--- config.mk ---
export PLATFORM = sky130hd
export DESIGN_NAME = opb_register_bank_ppc2simulink_flat
export DESIGN_NICKNAME = d
export VERILOG_FILES = /design/src/rtl/opb_register_bank_ppc2simulink_if.sv /design/src/rtl/opb_register_bank_ppc2simulink.sv /design/src/flat_wrapper.sv
export SDC_FILE = /design/constraint.sdc
export NUM_CORES = 1
export LEC_CHECK = 0
export CAP_MARGIN = 20
export CORE_MARGIN = 2
export CORE_UTILIZATION = 50
export DETAILED_ROUTE_END_ITERATION = 10
export DONT_BUFFER_PORTS = 1
export PLACE_DENSITY_LB_ADDON = 0.25
export RECOVER_POWER = 100
export SETUP_SLACK_MARGIN = 0.3
export SYNTH_ARGS = -nofsm -noshare
export SYNTH_HDL_FRONTEND = slang
export SYNTH_SLANG_ARGS = --single-unit
--- constraint.sdc ---
create_clock -name OPB_Clk -period 1.9 [get_ports OPB_Clk]
set_input_delay 0.19 -clock OPB_Clk [delete_from_list [all_inputs] [get_ports OPB_Clk]]
set_output_delay 0.19 -clock OPB_Clk [all_outputs]
set_load 0.03 [all_outputs]
--- src/rtl/opb_register_bank_ppc2simulink_if.sv ---
// OPB slave-side bus bundle for the PPC->Simulink register bank.
// Big-endian OPB bit order: bit 0 is the MSB of every vector.
interface opb_register_bank_ppc2simulink_if #(
  parameter int AW = 32,
  parameter int DW = 32
);
  logic [0:AW-1]   OPB_ABus;
  logic [0:DW/8-1] OPB_BE;
  logic [0:DW-1]   OPB_DBus;
  logic            OPB_RNW;
  logic            OPB_select;
  logic            OPB_seqAddr;
  logic [0:DW-1]   Sl_DBus;
  logic            Sl_errAck;
  logic            Sl_retry;
  logic            Sl_toutSup;
  logic            Sl_xferAck;

  modport master (
    output OPB_ABus, OPB_BE, OPB_DBus,
    output OPB_RNW, OPB_select, OPB_seqAddr,
    input  Sl_DBus, Sl_errAck, Sl_retry,
    input  Sl_toutSup, Sl_xferAck
  );

  modport slave (
    input  OPB_ABus, OPB_BE, OPB_DBus,
    input  OPB_RNW, OPB_select, OPB_seqAddr,
    output Sl_DBus, Sl_errAck, Sl_retry,
    output Sl_toutSup, Sl_xferAck
  );
endinterface

--- src/rtl/opb_register_bank_ppc2simulink.sv ---
// C_NUM_REGS x 32-bit PPC->fabric control registers behind one OPB window.
// Define SHADOW_COMMIT_EN for shadowed writes committed via slot C_NUM_REGS.
module opb_register_bank_ppc2simulink #(
  parameter logic [31:0] C_BASEADDR   = 32'h01116000,
  parameter logic [31:0] C_HIGHADDR   = 32'h011160FF,
  parameter int          C_OPB_AWIDTH = 32,
  parameter int          C_OPB_DWIDTH = 32,
  parameter int          C_NUM_REGS   = 4,
  parameter logic [31:0] C_RESET_VAL  = 32'h0
) (
  input  logic                        OPB_Clk,
  input  logic                        OPB_Rst_n,
  opb_register_bank_ppc2simulink_if.slave opb,
  output logic [32*C_NUM_REGS-1:0]    user_data_out,
  output logic [C_NUM_REGS-1:0]       user_load
);

  typedef enum logic {
    S_IDLE,
    S_ACK
  } state_e;

  localparam int AW = C_OPB_AWIDTH;
  localparam int DW = C_OPB_DWIDTH;
  localparam int BW = DW / 8;
  localparam int IW = AW - 2;
  localparam logic [IW-1:0] NREG = IW'(C_NUM_REGS);
  localparam logic [AW-1:0] BASE = C_BASEADDR[AW-1:0];
  localparam logic [AW-1:0] HIGH = C_HIGHADDR[AW-1:0];
  localparam logic [DW-1:0] RVAL = C_RESET_VAL[DW-1:0];

  state_e state_q, state_d;

  logic [IW-1:0] idx_q, idx_d;
  logic          rnw_q, rnw_d;
  logic [BW-1:0] be_q, be_d;
  logic [DW-1:0] wdat_q, wdat_d;

  logic [DW-1:0] out_q [C_NUM_REGS];
  logic [DW-1:0] out_d [C_NUM_REGS];
  logic [C_NUM_REGS-1:0] load_q, load_d;

`ifdef SHADOW_COMMIT_EN
  logic [DW-1:0] shd_q [C_NUM_REGS];
  logic [DW-1:0] shd_d [C_NUM_REGS];
  logic cmt_sel;
  logic wr_cmt;
`endif

  logic [AW-1:0] off;
  logic          hit;
  logic          in_ack;
  logic          reg_sel;
  logic          ok;
  logic          wr_reg;
  logic [DW-1:0] rdata;
  logic          unused_ok;

  function automatic logic [DW-1:0] merge(
    input logic [DW-1:0] old_v,
    input logic [DW-1:0] new_v,
    input logic [BW-1:0] be
  );
    logic [DW-1:0] res;
    res = old_v;
    for (int b = 0; b < BW; b++) begin
      if (be[b]) res[8*b +: 8] = new_v[8*b +: 8];
    end
    return res;
  endfunction

  assign off = opb.OPB_ABus - BASE;
  assign hit = opb.OPB_select
             && (opb.OPB_ABus >= BASE)
             && (opb.OPB_ABus <= HIGH);

  assign in_ack  = (state_q == S_ACK);
  assign reg_sel = (idx_q < NREG);
  assign wr_reg  = !rnw_q && reg_sel && (|be_q);

`ifdef SHADOW_COMMIT_EN
  assign cmt_sel = (idx_q == NREG);
  assign ok      = reg_sel || cmt_sel;
  // Commit bit is DBus[31], the LSB of the bottom byte lane.
  assign wr_cmt  = !rnw_q && cmt_sel && be_q[0] && wdat_q[0];
`else
  assign ok      = reg_sel;
`endif

  always_comb begin
    rdata = '0;
    for (int k = 0; k < C_NUM_REGS; k++) begin
      if (idx_q == IW'(k)) begin
`ifdef SHADOW_COMMIT_EN
        rdata = shd_q[k];
`else
        rdata = out_q[k];
`endif
      end
    end
  end

  assign opb.Sl_xferAck = in_ack && ok;
  assign opb.Sl_errAck  = in_ack && !ok;
  assign opb.Sl_DBus    = (in_ack && rnw_q && reg_sel) ? rdata : '0;
  assign opb.Sl_retry   = 1'b0;
  assign opb.Sl_toutSup = 1'b0;

  assign unused_ok = ^{off[1:0], opb.OPB_seqAddr};

  always_comb begin
    state_d = state_q;
    idx_d   = idx_q;
    rnw_d   = rnw_q;
    be_d    = be_q;
    wdat_d  = wdat_q;
    out_d   = out_q;
    load_d  = '0;
`ifdef SHADOW_COMMIT_EN
    shd_d   = shd_q;
`endif
    unique case (state_q)
      S_IDLE: begin
        if (hit) begin
          idx_d   = off[AW-1:2];
          rnw_d   = opb.OPB_RNW;
          be_d    = opb.OPB_BE;
          wdat_d  = opb.OPB_DBus;
          state_d = S_ACK;
        end
      end
      S_ACK: begin
        state_d = S_IDLE;
        unique case (1'b1)
          wr_reg: begin
            for (int k = 0; k < C_NUM_REGS; k++) begin
              if (idx_q == IW'(k)) begin
`ifdef SHADOW_COMMIT_EN
                shd_d[k] = merge(shd_q[k], wdat_q, be_q);
`else
                out_d[k]  = merge(out_q[k], wdat_q, be_q);
                load_d[k] = 1'b1;
`endif
              end
            end
          end
`ifdef SHADOW_COMMIT_EN
          wr_cmt: begin
            out_d  = shd_q;
            load_d = '1;
          end
`endif
          default: ;
        endcase
      end
      default: state_d = S_IDLE;
    endcase
  end

  always_ff @(posedge OPB_Clk) begin
    if (!OPB_Rst_n) begin
      state_q <= S_IDLE;
      idx_q   <= '0;
      rnw_q   <= 1'b1;
      be_q    <= '0;
      wdat_q  <= '0;
      load_q  <= '0;
      for (int k = 0; k < C_NUM_REGS; k++) begin
        out_q[k] <= RVAL;
`ifdef SHADOW_COMMIT_EN
        shd_q[k] <= RVAL;
`endif
      end
    end else begin
      state_q <= state_d;
      idx_q   <= idx_d;
      rnw_q   <= rnw_d;
      be_q    <= be_d;
      wdat_q  <= wdat_d;
      load_q  <= load_d;
      out_q   <= out_d;
`ifdef SHADOW_COMMIT_EN
      shd_q   <= shd_d;
`endif
    end
  end

  for (genvar k = 0; k < C_NUM_REGS; k++) begin : g_out
    assign user_data_out[32*k +: 32] = out_q[k];
  end

  assign user_load = load_q;

endmodule
--- src/flat_wrapper.sv ---
// flat-port wrapper written by rule: the top's interface ports become plain ports
module opb_register_bank_ppc2simulink_flat 
#(
  parameter logic [31:0] C_BASEADDR   = 32'h01116000,
  parameter logic [31:0] C_HIGHADDR   = 32'h011160FF,
  parameter int          C_OPB_AWIDTH = 32,
  parameter int          C_OPB_DWIDTH = 32,
  parameter int          C_NUM_REGS   = 4,
  parameter logic [31:0] C_RESET_VAL  = 32'h0
)
  (OPB_Clk, OPB_Rst_n, user_data_out, user_load, opb_OPB_ABus, opb_OPB_BE, opb_OPB_DBus, opb_OPB_RNW, opb_OPB_select, opb_OPB_seqAddr, opb_Sl_DBus, opb_Sl_errAck, opb_Sl_retry, opb_Sl_toutSup, opb_Sl_xferAck);
  opb_register_bank_ppc2simulink_if opb_i ();
  input  logic OPB_Clk;
  input  logic OPB_Rst_n;
  output logic [32*C_NUM_REGS-1:0] user_data_out;
  output logic [C_NUM_REGS-1:0] user_load;
  input wire logic [$bits(opb_i.OPB_ABus)-1:0] opb_OPB_ABus;
  input wire logic [$bits(opb_i.OPB_BE)-1:0] opb_OPB_BE;
  input wire logic [$bits(opb_i.OPB_DBus)-1:0] opb_OPB_DBus;
  input wire logic [$bits(opb_i.OPB_RNW)-1:0] opb_OPB_RNW;
  input wire logic [$bits(opb_i.OPB_select)-1:0] opb_OPB_select;
  input wire logic [$bits(opb_i.OPB_seqAddr)-1:0] opb_OPB_seqAddr;
  output wire logic [$bits(opb_i.Sl_DBus)-1:0] opb_Sl_DBus;
  output wire logic [$bits(opb_i.Sl_errAck)-1:0] opb_Sl_errAck;
  output wire logic [$bits(opb_i.Sl_retry)-1:0] opb_Sl_retry;
  output wire logic [$bits(opb_i.Sl_toutSup)-1:0] opb_Sl_toutSup;
  output wire logic [$bits(opb_i.Sl_xferAck)-1:0] opb_Sl_xferAck;
  assign opb_i.OPB_ABus = opb_OPB_ABus;
  assign opb_i.OPB_BE = opb_OPB_BE;
  assign opb_i.OPB_DBus = opb_OPB_DBus;
  assign opb_i.OPB_RNW = opb_OPB_RNW;
  assign opb_i.OPB_select = opb_OPB_select;
  assign opb_i.OPB_seqAddr = opb_OPB_seqAddr;
  assign opb_Sl_DBus = opb_i.Sl_DBus;
  assign opb_Sl_errAck = opb_i.Sl_errAck;
  assign opb_Sl_retry = opb_i.Sl_retry;
  assign opb_Sl_toutSup = opb_i.Sl_toutSup;
  assign opb_Sl_xferAck = opb_i.Sl_xferAck;
  opb_register_bank_ppc2simulink #(.C_BASEADDR(C_BASEADDR), .C_HIGHADDR(C_HIGHADDR), .C_OPB_AWIDTH(C_OPB_AWIDTH), .C_OPB_DWIDTH(C_OPB_DWIDTH), .C_NUM_REGS(C_NUM_REGS), .C_RESET_VAL(C_RESET_VAL)) u_core (.OPB_Clk(OPB_Clk), .OPB_Rst_n(OPB_Rst_n), .opb(opb_i), .user_data_out(user_data_out), .user_load(user_load));
endmodule
==> reports/qor.yml, run 1 <==
floorplan:
  start_util: 0.505
  io_pins: 241
  die_h_um: 135
  die_area_um2: 18300
  num_rows: 48
  die_w_um: 135
  core-area_um2: 17100
clock_tree:
  cts.sinks: 200
  cts.path.max_buffers: 2
  clock_latency_ps: 450
  numCtsBuffers: 17
  clk_pin_slew_ps: 70
  cts_root_buf: "clkbuf_16"
  cts_tree: "yes"
  htree_levels: 4
route:
  drt-initial-drc-count: 794
  drtAntennaViolNets: 0
  dr.pass1.iters: 5
  routed_wl_mm: 35.4
  vias: 9284
  viasPerCell: 6.28
  wl_per_cell_um: 23.9
  drc: 0
worst_hold_path:
  hp-class: "input pin to flip-flop"
logic_synthesis:
  async_flop_share: 0
  synthFlopType: "dfxtp_1"
  synthTopCellsByCount: "dfxtp_1, nand2_1, mux2i_1"
  ys_seq_area_frac: 0.464
  syn_area_um2: 8640
  yosysTopAreaCell: "dfxtp_1"
  synth_seq_cells: 200
  ys_warn_count: 0
  yosys-top-cells-area: "dfxtp_1, mux2i_1, nand2_1"
  ys_types: 40
  synth_area_per_cell_um2: 9.16
  synth_edf_count: 0
  synth_top_area_share: 0.464
  netlist_instances: 943
  yosysMostFrequentCell: "dfxtp_1"
power_and_ir_drop:
  power.density_nw_per_um2: 584
  power.total_mw: 8.05
  leakagePower_nw: 4.53
  ir_drop_mv: 0.619
setup_path:
  crit_arrival_ps: 2430
  crit_required_ps: 1710
  crit_path_start_kind: "flip-flop"
  worstPathMaxFanout: 15
  cp-end-kind: "primary output"
  critPathKind: "flip-flop to primary output"
layout:
  multi_input_area_um2: 5250
  ff_latch_area_um2: 4020
  nets: 1314
  nFillCells: 1038
  diodes: 0
  syn2layout_area_growth_pct: 59.5
  drive_gt1_frac: 0.271
status:
  violations: "negative setup slack"
  status: "complete, but fails checks"
global_routing:
  grt_pass1_wl_mm: 48.8
  grt_max_degree: 103
  grt_use_met1: 0.400
  grt-busiest-layer: "met2"
  grt_pass1_vias: 9242
  antenna_found_initial: 0
  grtUsageMet3: 0.104
  met2_usage: 0.577
  overflow: 0
  gr-usage-all-layers: 0.340
place:
  dp_slack_ps: -282
  io_buffers: 0
  hpwl_mm: 18.4
  gp_congestion: 0.818
timing:
  slew_violations: 0
  skew_ps: 18.6
  setup_viol: 193
  timing.final.crit_period_ps: 2620
  finalHoldViolations: 0
  timing.final.crit_share: 1.38
  worst_pin_slew_ps: 576
  slew_headroom: 0.616
  rsz0062_at_grt: "true"
  finalWorstSetupSlack_ps: -717
  fmax_ghz: 0.382
flow_run:
  cap_violations: 0
[what timing repair did]
| action | in CTS | in global routing |
|---|---|---|
| hold endpoints to repair | 187 | 0 |
| hold buffers | 121 | 0 |
| endpoints found under the setup margin | 214 | 219 |
| resized for setup | 62 | 82 |
| pin swaps | 13 | 31 |
| buffers inserted | 2 | 7 |
| gates cloned | 2 | 10 |
[cells by family (layout without fill, tap and decap cells)]
family / after synthesis / after routing / synth area share
other: 1 / 2 / 0.000434
buffers and inverters: 82 / 391 / 0.0382
AO/OA/AOI/OAI: 133 / 133 / 0.0861
multiplexers: 160 / 160 / 0.190
AND/OR/NAND/NOR: 366 / 366 / 0.220
flip-flops: 200 / 200 / 0.464
adder cells (fa/ha/maj): 1 / 1 / 0.00145
[cell type report]
cell class / instances / share of cell area
flip-flops and latches: 200 / 0.292
well taps: 225 / 0.0204
inverters: 3 / 0.000818
clock inverters: 14 / 0.0110
repair buffers: 356 / 0.263
multi-input cells: 662 / 0.381
clock buffers: 18 / 0.0319
[final timing paths]
kind	from	slack [ps]	end	depth (start not counted)
max	u_core.idx_q[15]	-720	opb_Sl_DBus[31]	7
min	OPB_Rst_n	40	u_core.user_data_out[51]	2
max reg2reg	u_core.idx_q[15]	-240	u_core.user_data_out[82]	10
min reg2reg	u_core.wdat_q[16]	470	u_core.wdat_q[16]	2
[per-layer routing]
| metal | routed length, um | vias up |
|---|---|---|
| met5 | 0 | - |
| met4 | 1770 | 0 |
| li1 | - | 4018 |
| met2 | 17100 | 612 |
| met3 | 3540 | 159 |
| met1 | 13000 | 4495 |
[layout by cell type, fill, tap and decap left out, types with 3 or more instances in the layout]
cell type / n
inv_6: 5
inv_8: 4
clkbuf_16: 23
buf_16: 7
clkbuf_1: 90
nor4_2: 13
buf_8: 4
nor4_4: 11
buf_6: 25
dfxtp_2: 6
mux2_2: 31
nand3_1: 40
nor4_1: 20
buf_12: 49
nand2_1: 164
dlygate4sd3_1: 119
and3_1: 17
mux2i_1: 122
dfxtp_1: 193
o21ai_4: 3
nor3_4: 49
or4_4: 3
o21ai_1: 35
a21oi_1: 45
o21ai_2: 6
mux2i_4: 4
nor3_2: 4
nand3_2: 6
mux2i_2: 3
buf_4: 55
a21oi_2: 8
o22ai_1: 31
nor2_1: 4
nand4_1: 18
[through the flow]
stage / hold slack (ps) / TNS (ps) / cells / cell area, um2 / util
finish: 43.5 / -39050 / 1478 / 13800 / 0.805
detailed placement: 294 / -17020 / 1304 / 11300 / 0.660
global placement: 287 / -12230 / 1304 / 11300 / 0.660
floorplan: 338 / -10210 / 944 / 9210 / -
CTS: 0.410 / -27090 / 1461 / 13500 / 0.787
global route: 12.3 / -48020 / 1478 / 13800 / 0.805
[state kept, by name (all words and copies together) (netlist names)]
register              cells
u_core.user_data_out    128
u_core.in_ack             1
u_core.be_q               4
u_core.wdat_q            32
u_core.user_load          4
u_core.idx_q             30
u_core.rnw_q              1
[critical path, cell delays in order (launching register included)]
cell and delay (ps):
dfxtp_2 340, nor4_4 280, buf_4 170, nand3_4 110
or4_4 480, buf_12 220, nor3_4 220, buf_6 160
[report_power, final]
| part | total (mW) | internal, mW | switching [mW] | leakage [nW] |
|---|---|---|---|---|
| sequential | 4.19 | 4.19 | 0.0000000578 | 1.61 |
| combinational | 0.188 | 0.0894 | 0.0984 | 2.63 |
| clock | 3.68 | 1.91 | 1.77 | 0.286 |
Power figures use the tool's default switching activity.
==> inputs of run 2 (changes only) <==
--- a/config.mk
+++ b/config.mk
@@ -7,7 +7,7 @@
 export LEC_CHECK = 0
 export CAP_MARGIN = 20
 export CORE_MARGIN = 2
-export CORE_UTILIZATION = 50
+export CORE_UTILIZATION = 57
 export DETAILED_ROUTE_END_ITERATION = 10
 export DONT_BUFFER_PORTS = 1
 export PLACE_DENSITY_LB_ADDON = 0.25
==> run 2 against run 1 <==
  * The flow now stops in 5_1_grt
  * Synthesized cell count did not move
  * Synthesized area stayed put
==> reports/qor.yml, run 2 <==
timing:
  worstEndpointType: "primary output"
  repair-timing-grt-worst-ep: "opb_Sl_DBus[1]"
global_routing:
  grt_max_degree: 100
place:
  io_buffers: 0  # unchanged
  hpwl_mm: 19.4  # +5.6%
  gp_congestion: 0.889  # +8.8%
status:
  lastStage: "5_1_grt"
  status: "stopped before the end"
  error_line: "[ERROR DPL-0038] Utilization greater than 100%, impossible to legalize"
logic_synthesis:
  async_flop_share: 0  # unchanged
  yosysMostFrequentCell: "dfxtp_1"
  yosysTopAreaCell: "dfxtp_1"
  ys_types: 40  # unchanged
  yosys-top-cells-area: "dfxtp_1, mux2i_1, nand2_1"
  syn_area_um2: 8640  # unchanged
  synthTopCellsByCount: "dfxtp_1, nand2_1, mux2i_1"
  synth_seq_cells: 200  # unchanged
  synth_top_area_share: 0.464  # unchanged
  synth_area_per_cell_um2: 9.16  # unchanged
  synth_edf_count: 0  # unchanged
  netlist_instances: 943  # unchanged
  synthFlopType: "dfxtp_1"
  ys_seq_area_frac: 0.464  # unchanged
  ys_warn_count: 0  # unchanged
floorplan:
  num_rows: 44  # -8.3%
  die_h_um: 127  # -6.2%
  start_util: 0.590  # +0.0852
  io_pins: 241  # unchanged
  die_w_um: 127  # -6.2%
clock_tree:
  numCtsBuffers: 17  # unchanged
  cts.sinks: 200  # unchanged
  cts.path.max_buffers: 2  # unchanged
  htree_levels: 4  # unchanged
  cts_root_buf: "clkbuf_16"
[run 2: kinds of logic after synthesis]
kind of cell             synth area share
other                            0.000434
adder cells (fa/ha/maj)           0.00145
AND/OR/NAND/NOR                     0.220
flip-flops                          0.464
AO/OA/AOI/OAI                      0.0861
multiplexers                        0.190
buffers and inverters              0.0382
[run 2: per-stage QoR]
step | hold WS [ps] | cell area (um2) | setup slack (ps) | instances | utilization
3_3_place_gp | 291 | 11200 | -348 | 1263 | 0.763
3_5_place_dp | 300 | 11200 | -415 | 1263 | 0.763
2_1_floorplan | 338 | 9210 | -280 | 944 | -
4_1_cts | -57.1 | 13400 | -701 | 1430 | 0.917
[run 2: repair_timing]
item | in CTS
cloned | 5
pin swaps | 20
hold endpoints to repair | 187
hold buffers | 117
resized for setup | 67
endpoints found under the setup margin | 208
setup buffers | 13
==> inputs of run 3 (changes only) <==
--- a/config.mk
+++ b/config.mk
@@ -7,12 +7,11 @@
 export LEC_CHECK = 0
 export CAP_MARGIN = 20
 export CORE_MARGIN = 2
-export CORE_UTILIZATION = 57
+export CORE_UTILIZATION = 40
 export DETAILED_ROUTE_END_ITERATION = 10
 export DONT_BUFFER_PORTS = 1
-export PLACE_DENSITY_LB_ADDON = 0.25
+export PLACE_DENSITY_LB_ADDON = 0.15
 export RECOVER_POWER = 100
-export SETUP_SLACK_MARGIN = 0.3
 export SYNTH_ARGS = -nofsm -noshare
 export SYNTH_HDL_FRONTEND = slang
 export SYNTH_SLANG_ARGS = --single-unit
==> constraint.sdc (replaced) <==
create_clock -name OPB_Clk -period 2.5 [get_ports OPB_Clk]
set_input_delay 0.25 -clock OPB_Clk [delete_from_list [all_inputs] [get_ports OPB_Clk]]
set_output_delay 0.25 -clock OPB_Clk [all_outputs]
set_load 0.03 [all_outputs]
==> run 3 against run 2 <==
  * The flow now finishes, with violations (negative setup slack)
==> reports/qor.yml, run 3 (same netlist as run 1, synthesis figures left out) <==
status:
  status: "complete, but fails checks"
  violations: "negative setup slack"
timing:
  slew_violations: 0
  fmax_ghz: 0.368
  setup_viol: 33
  fin_setup_tns_ps: -6330
  skew_ps: 12.3
  slew_headroom: 0.319
  timing.final.crit_share: 1.09
  timing.final.crit_period_ps: 2720
  finalHoldViolations: 0
  worst_pin_slew_ps: 1020
  finalWorstSetupSlack_ps: -220
  rsz0062_at_grt: "true"
clock_tree:
  cts.path.max_buffers: 2  # unchanged
  numCtsBuffers: 17  # unchanged
  cts.sinks: 200  # unchanged
  htree_levels: 4  # unchanged
  clock_latency_ps: 430
  clk_pin_slew_ps: 70
  cts_root_buf: "clkbuf_16"
  cts_tree: "yes"
setup_path:
  cp_slowest_stage_delay_ps: 630
  slowest_stage: "or4_4"
  path_cells: "nor4_2 -> buf_4 -> nand4_4 -> or4_4 -> buf_16 -> nor3_4 -> buf_6"
  crit_required_ps: 2250
  crit_arrival_ps: 2470
  cp-end-kind: "primary output"
  crit_path_start_kind: "flip-flop"
  critPathKind: "flip-flop to primary output"
  r2r_slack_ps: 280
  r2r_end: "u_core.rnw_q"
  endpoint: "opb_Sl_DBus[17]"
  reg2reg_depth: 6
  worstPathMaxFanout: 8
  worstSetupStartpoint: "u_core.idx_q[28]"
  timing.rr.start: "u_core.in_ack"
route:
  routed_wl_mm: 28.8
  drt-initial-drc-count: 477
  dr.pass1.iters: 5
  drtAntennaViolNets: 0
  viasPerCell: 5.82
  drc: 0
  vias: 7694
  wl_per_cell_um: 21.8
worst_hold_path:
  hp-class: "input pin to flip-flop"
place:
  dp_slack_ps: 186  # +601 ps
  hpwl_mm: 17.1  # -12%
  io_buffers: 0  # unchanged
  place_area_um2: 9350  # -16%
  placed_cells: 1219  # -3.5%
  gp_congestion: 0.757  # -15%
layout:
  stdcell_area_um2: 11300
  mostFrequentLayoutCells: "dfxtp_1, nand2_1, mux2i_1"
  layout.cells.non_filler: 1323
  largest_reg_flops: 128
  nets: 1108
  final_common_cell: "dfxtp_1"
  drive_gt1_frac: 0.229
  nFillCells: 1950
  syn2layout_area_growth_pct: 31.1
global_routing:
  grt_pass1_vias: 7492
  antenna_found_initial: 1
  overflow: 0
  grt_pass1_wl_mm: 43.0
  grt_max_degree: 127
  gr-usage-all-layers: 0.246
flow_run:
  cap_violations: 0
floorplan:
  num_rows: 53  # +20%
  core-area_um2: 21100
  start_util: 0.410  # -0.180
  die_w_um: 151  # +19%
  io_pins: 241  # unchanged
  die_area_um2: 22800
  die_h_um: 151  # +19%
power_and_ir_drop:
  ir_drop_mv: 0.426
  leakagePower_nw: 3.69
  power.total_mw: 5.92
  power.density_nw_per_um2: 523
[run 3: worst min-delay path by stage]
stage / startpoint / to / slack [ps] / cells after the start
2_1_floorplan: opb_OPB_RNW / u_core.rnw_q / 400 / 2
3_3_place_gp: OPB_Rst_n / u_core.rnw_q / 360 / 1
3_5_place_dp: OPB_Rst_n / u_core.rnw_q / 360 / 1
4_1_cts: opb_OPB_DBus[1] / u_core.wdat_q[1] / 4 / 2
5_1_grt: opb_OPB_ABus[10] / u_core.in_ack / 20 / 3
6_report: opb_OPB_ABus[10] / u_core.in_ack / 20 / 3
[run 3: metal layers]
metal,share of wire,vias up,wire length (um),global-route usage
li1,-,3579,-,-
met4,0.021,0,616,0.0836
met5,0,-,0,0
met2,0.47,289,13600,0.394
met1,0.43,3783,12400,0.322
met3,0.077,43,2210,0.0669
[run 3: through the flow]
step	util	hold WS, ps
floorplan	-	398
global placement	0.443	357
detailed placement	0.443	360
CTS	0.522	4.34
global route	0.537	24.1
finish	0.537	17.8
[run 3: worst max-delay path: cells and delay by family (launching register included)]
family | cells | cell delay [ps]
and+or+nand+nor | 4 | 1160
buffers and inverters | 3 | 530
DFF | 1 | 330
[run 3: power breakdown]
group          leakage, nW  internal, mW  switching [mW]
sequential            1.61          3.18    0.0000000318
clock                0.246          1.31            1.30
combinational         1.84        0.0549          0.0716
total                 3.69          4.54            1.38
[run 3: final cells by class]
| cell class | instances | area, um2 | area share |
|---|---|---|---|
| tap | 275 | 344 | 0.0304 |
| multi-input combinational | 662 | 4860 | 0.429 |
| timing repair buffer | 150 | 1550 | 0.137 |
| antenna | 1 | 2.50 | 0.000221 |
| inverter | 3 | 11.3 | 0.000994 |
| sequential | 200 | 4010 | 0.354 |
| clock inverter | 13 | 115 | 0.0102 |
| clock buffer | 19 | 433 | 0.0382 |
[run 3: what timing repair did]
action / CTS / global route
endpoints found under the hold margin: 183 / 0
gates resized for setup: 84 / 44
setup endpoints to repair: 33 / 34
cloned: 3 / 1
buffers inserted: 0 / 9
hold buffers: 58 / 0
pin swaps: 33 / 8
==> inputs of run 4 (changes only) <==
==> constraint.sdc (replaced) <==
create_clock -name OPB_Clk -period 2.6 [get_ports OPB_Clk]
set_input_delay 0.26 -clock OPB_Clk [delete_from_list [all_inputs] [get_ports OPB_Clk]]
set_output_delay 0.26 -clock OPB_Clk [all_outputs]
set_load 0.03 [all_outputs]
==> run 4 against run 3 <==
  * The run still ends with negative setup slack left
  * Power is 0.70% lower
  * Non-clock buffer count is 28 lower
  * Combinational power is 6% higher
  * Register-to-register slack worse by 20 ps
  * Cell area is 3.4% lower
==> reports/qor.yml, run 4 (same netlist as run 1, synthesis figures left out) <==
status:
  status: "complete, but fails checks"
  violations: "negative setup slack"
layout:
  final_common_cell: "dfxtp_1"
  mostFrequentLayoutCells: "dfxtp_1, nand2_1, mux2i_1"
  largest_reg_flops: 128  # unchanged
  ff_latch_area_um2: 4010  # unchanged
  nFillCells: 1964  # +0.72%
  syn2layout_area_growth_pct: 26.7
  drive_gt1_frac: 0.208  # -0.0212
  diodes: 0  # -1
  multi_input_area_um2: 4730  # -2.6%
  nets: 1080  # -2.5%
route:
  drtAntennaViolNets: 0  # unchanged
  wl_per_cell_um: 22.1  # +1.6%
  vias: 7394  # -3.9%
  drt-initial-drc-count: 336  # -30%
  dr.pass1.iters: 5  # unchanged
  routed_wl_mm: 28.6  # -0.63%
  drc: 0  # unchanged
  viasPerCell: 5.71  # -1.7%
clock_tree:
  cts.sinks: 200  # unchanged
  cts_root_buf: "clkbuf_16"
  cts_tree: "yes"
  htree_levels: 4  # unchanged
  clock_latency_ps: 430  # about the same
  cts.path.max_buffers: 2  # unchanged
  clk_pin_slew_ps: 70  # about the same
  numCtsBuffers: 17  # unchanged
  postCtsSetupBuffers: 0  # unchanged
floorplan:
  core-area_um2: 21100  # unchanged
  io_pins: 241  # unchanged
  num_rows: 53  # unchanged
  die_w_um: 151  # unchanged
  start_util: 0.410  # unchanged
  die_h_um: 151  # unchanged
  die_area_um2: 22800  # unchanged
setup_path:
  r2r_slack_ps: 260  # -20 ps
  crit_arrival_ps: 2470  # about the same
  worstPathMaxFanout: 7  # -1
  cp-end-kind: "primary output"
  reg2reg_depth: 6  # unchanged
  slowest_stage: "or4_4"
  cp_slowest_stage_delay_ps: 620  # about the same
  crit_required_ps: 2340  # +90 ps
  path_cells: "nor4_2 -> buf_4 -> nand4_4 -> or4_4 -> clkbuf_16 -> nor3_4 -> buf_6"
  timing.rr.start: "u_core.in_ack"
  r2r_end: "u_core.rnw_q"
  crit_path_start_kind: "flip-flop"
  critPathKind: "flip-flop to primary output"
global_routing:
  overflow: 0  # unchanged
  grt_pass1_wl_mm: 42.8  # -0.48%
  antenna_found_initial: 0  # -1
  grt_pass1_vias: 7384  # -1.4%
  gr-usage-all-layers: 0.246  # -0.000736
  grt_max_degree: 93  # -27%
timing:
  rsz0062_at_grt: "true"
  timing.final.crit_share: 1.05
  setup_viol: 33  # unchanged
  skew_ps: 11.5  # -0.746 ps
  finalWorstSetupSlack_ps: -127  # +93.3 ps
  worst_pin_slew_ps: 1090  # +67.9 ps
  fmax_ghz: 0.367
  finalHoldViolations: 0  # unchanged
  slew_headroom: 0.264  # -0.0548
  slew_violations: 0  # unchanged
  fin_setup_tns_ps: -3110  # +3230 ps
  fin_hold_ws_ps: 31.9  # +14.1 ps
  timing.final.crit_period_ps: 2730
power_and_ir_drop:
  power.total_mw: 5.88  # -0.70%
  power.density_nw_per_um2: 537  # +2.8%
  leakagePower_nw: 3.61  # -2.3%
  ir_drop_mv: 0.406  # -4.7%
place:
  gp_congestion: 0.745  # -1.7%
  hpwl_mm: 16.9  # -0.85%
  io_buffers: 0  # unchanged
worst_hold_path:
  min_path_cells: 3  # unchanged
  holdPathEnd: "u_core.in_ack"
  hp-class: "input pin to flip-flop"
  hold_start: "opb_OPB_ABus[21]"
flow_run:
  cap_violations: 0  # unchanged
## run 4: cell types whose count changed in the layout (fill, tap and decap cells not counted), sizes merged
cell	before	now
dlygate4sd3	57	41
clkinvlp	7	4
bufinv	0	2
buf	91	78
clkinv	1	0
clkbuf	21	24
diode	1	0
## run 4: timing repair
action | 4_1_cts | 5_1_grt
pin swaps | 4 | 33
setup endpoints to repair | 33 | 33
gates resized for setup | 38 | 71
hold buffers | 43 | 0
gates cloned | 2 | 1
endpoints found under the hold margin | 131 | 0
## run 4: layout make-up
cell class                      instances  share of cell area
Sequential cell                       200               0.366
Clock buffer                           21              0.0412
Tap cell                              275              0.0314
Timing Repair Buffer                  122               0.115
Multi-Input combinational cell        662               0.433
Inverter                                3             0.00103
Clock inverter                         11              0.0125
## run 4: power breakdown
part           total, mW  switching (mW)  internal [mW]
Combinational      0.134          0.0780         0.0557
Sequential          3.06    0.0000000296           3.06
Clock               2.68            1.22           1.47
## run 4: worst max path at each step
stage                     startpoint         endpoint  slack (ps)  cells past startpoint
floorplan           u_core.idx_q[12]   opb_Sl_DBus[0]         -40                      6
global placement    u_core.idx_q[12]  opb_Sl_DBus[30]         230                      7
detailed placement  u_core.idx_q[12]  opb_Sl_DBus[30]         210                      7
CTS                 u_core.idx_q[18]  opb_Sl_DBus[23]        -140                      7
global route        u_core.idx_q[22]  opb_Sl_DBus[16]        -210                      7
finish              u_core.idx_q[22]  opb_Sl_DBus[21]        -130                      7
## run 4: worst max-delay path, delay by kind of cell (launching register included)
kind | cells | cell delay (ps)
and+or+nand+nor | 4 | 1150
buffers and inverters | 3 | 570
DFF | 1 | 320
## run 4: through the flow
stage               instances  area [um2]  worst slack, ps  utilization
floorplan                 944        8650            -44.0            -
global placement         1216        9300              234        0.441
detailed placement       1216        9300              206        0.441
CTS                      1293       10600             -141        0.502
global route             1294       10900             -209        0.519
finish                   1294       10900             -127        0.519
## run 4: per-layer routing
layer  global-route usage  wire length (um)  vias to the layer above
li1                     -                 -                     3524
met1                0.319             12500                     3604
met2                0.409             13600                      236
met3               0.0608              1960                       30
met4               0.0654               488                        0
met5                    0                 0                        -
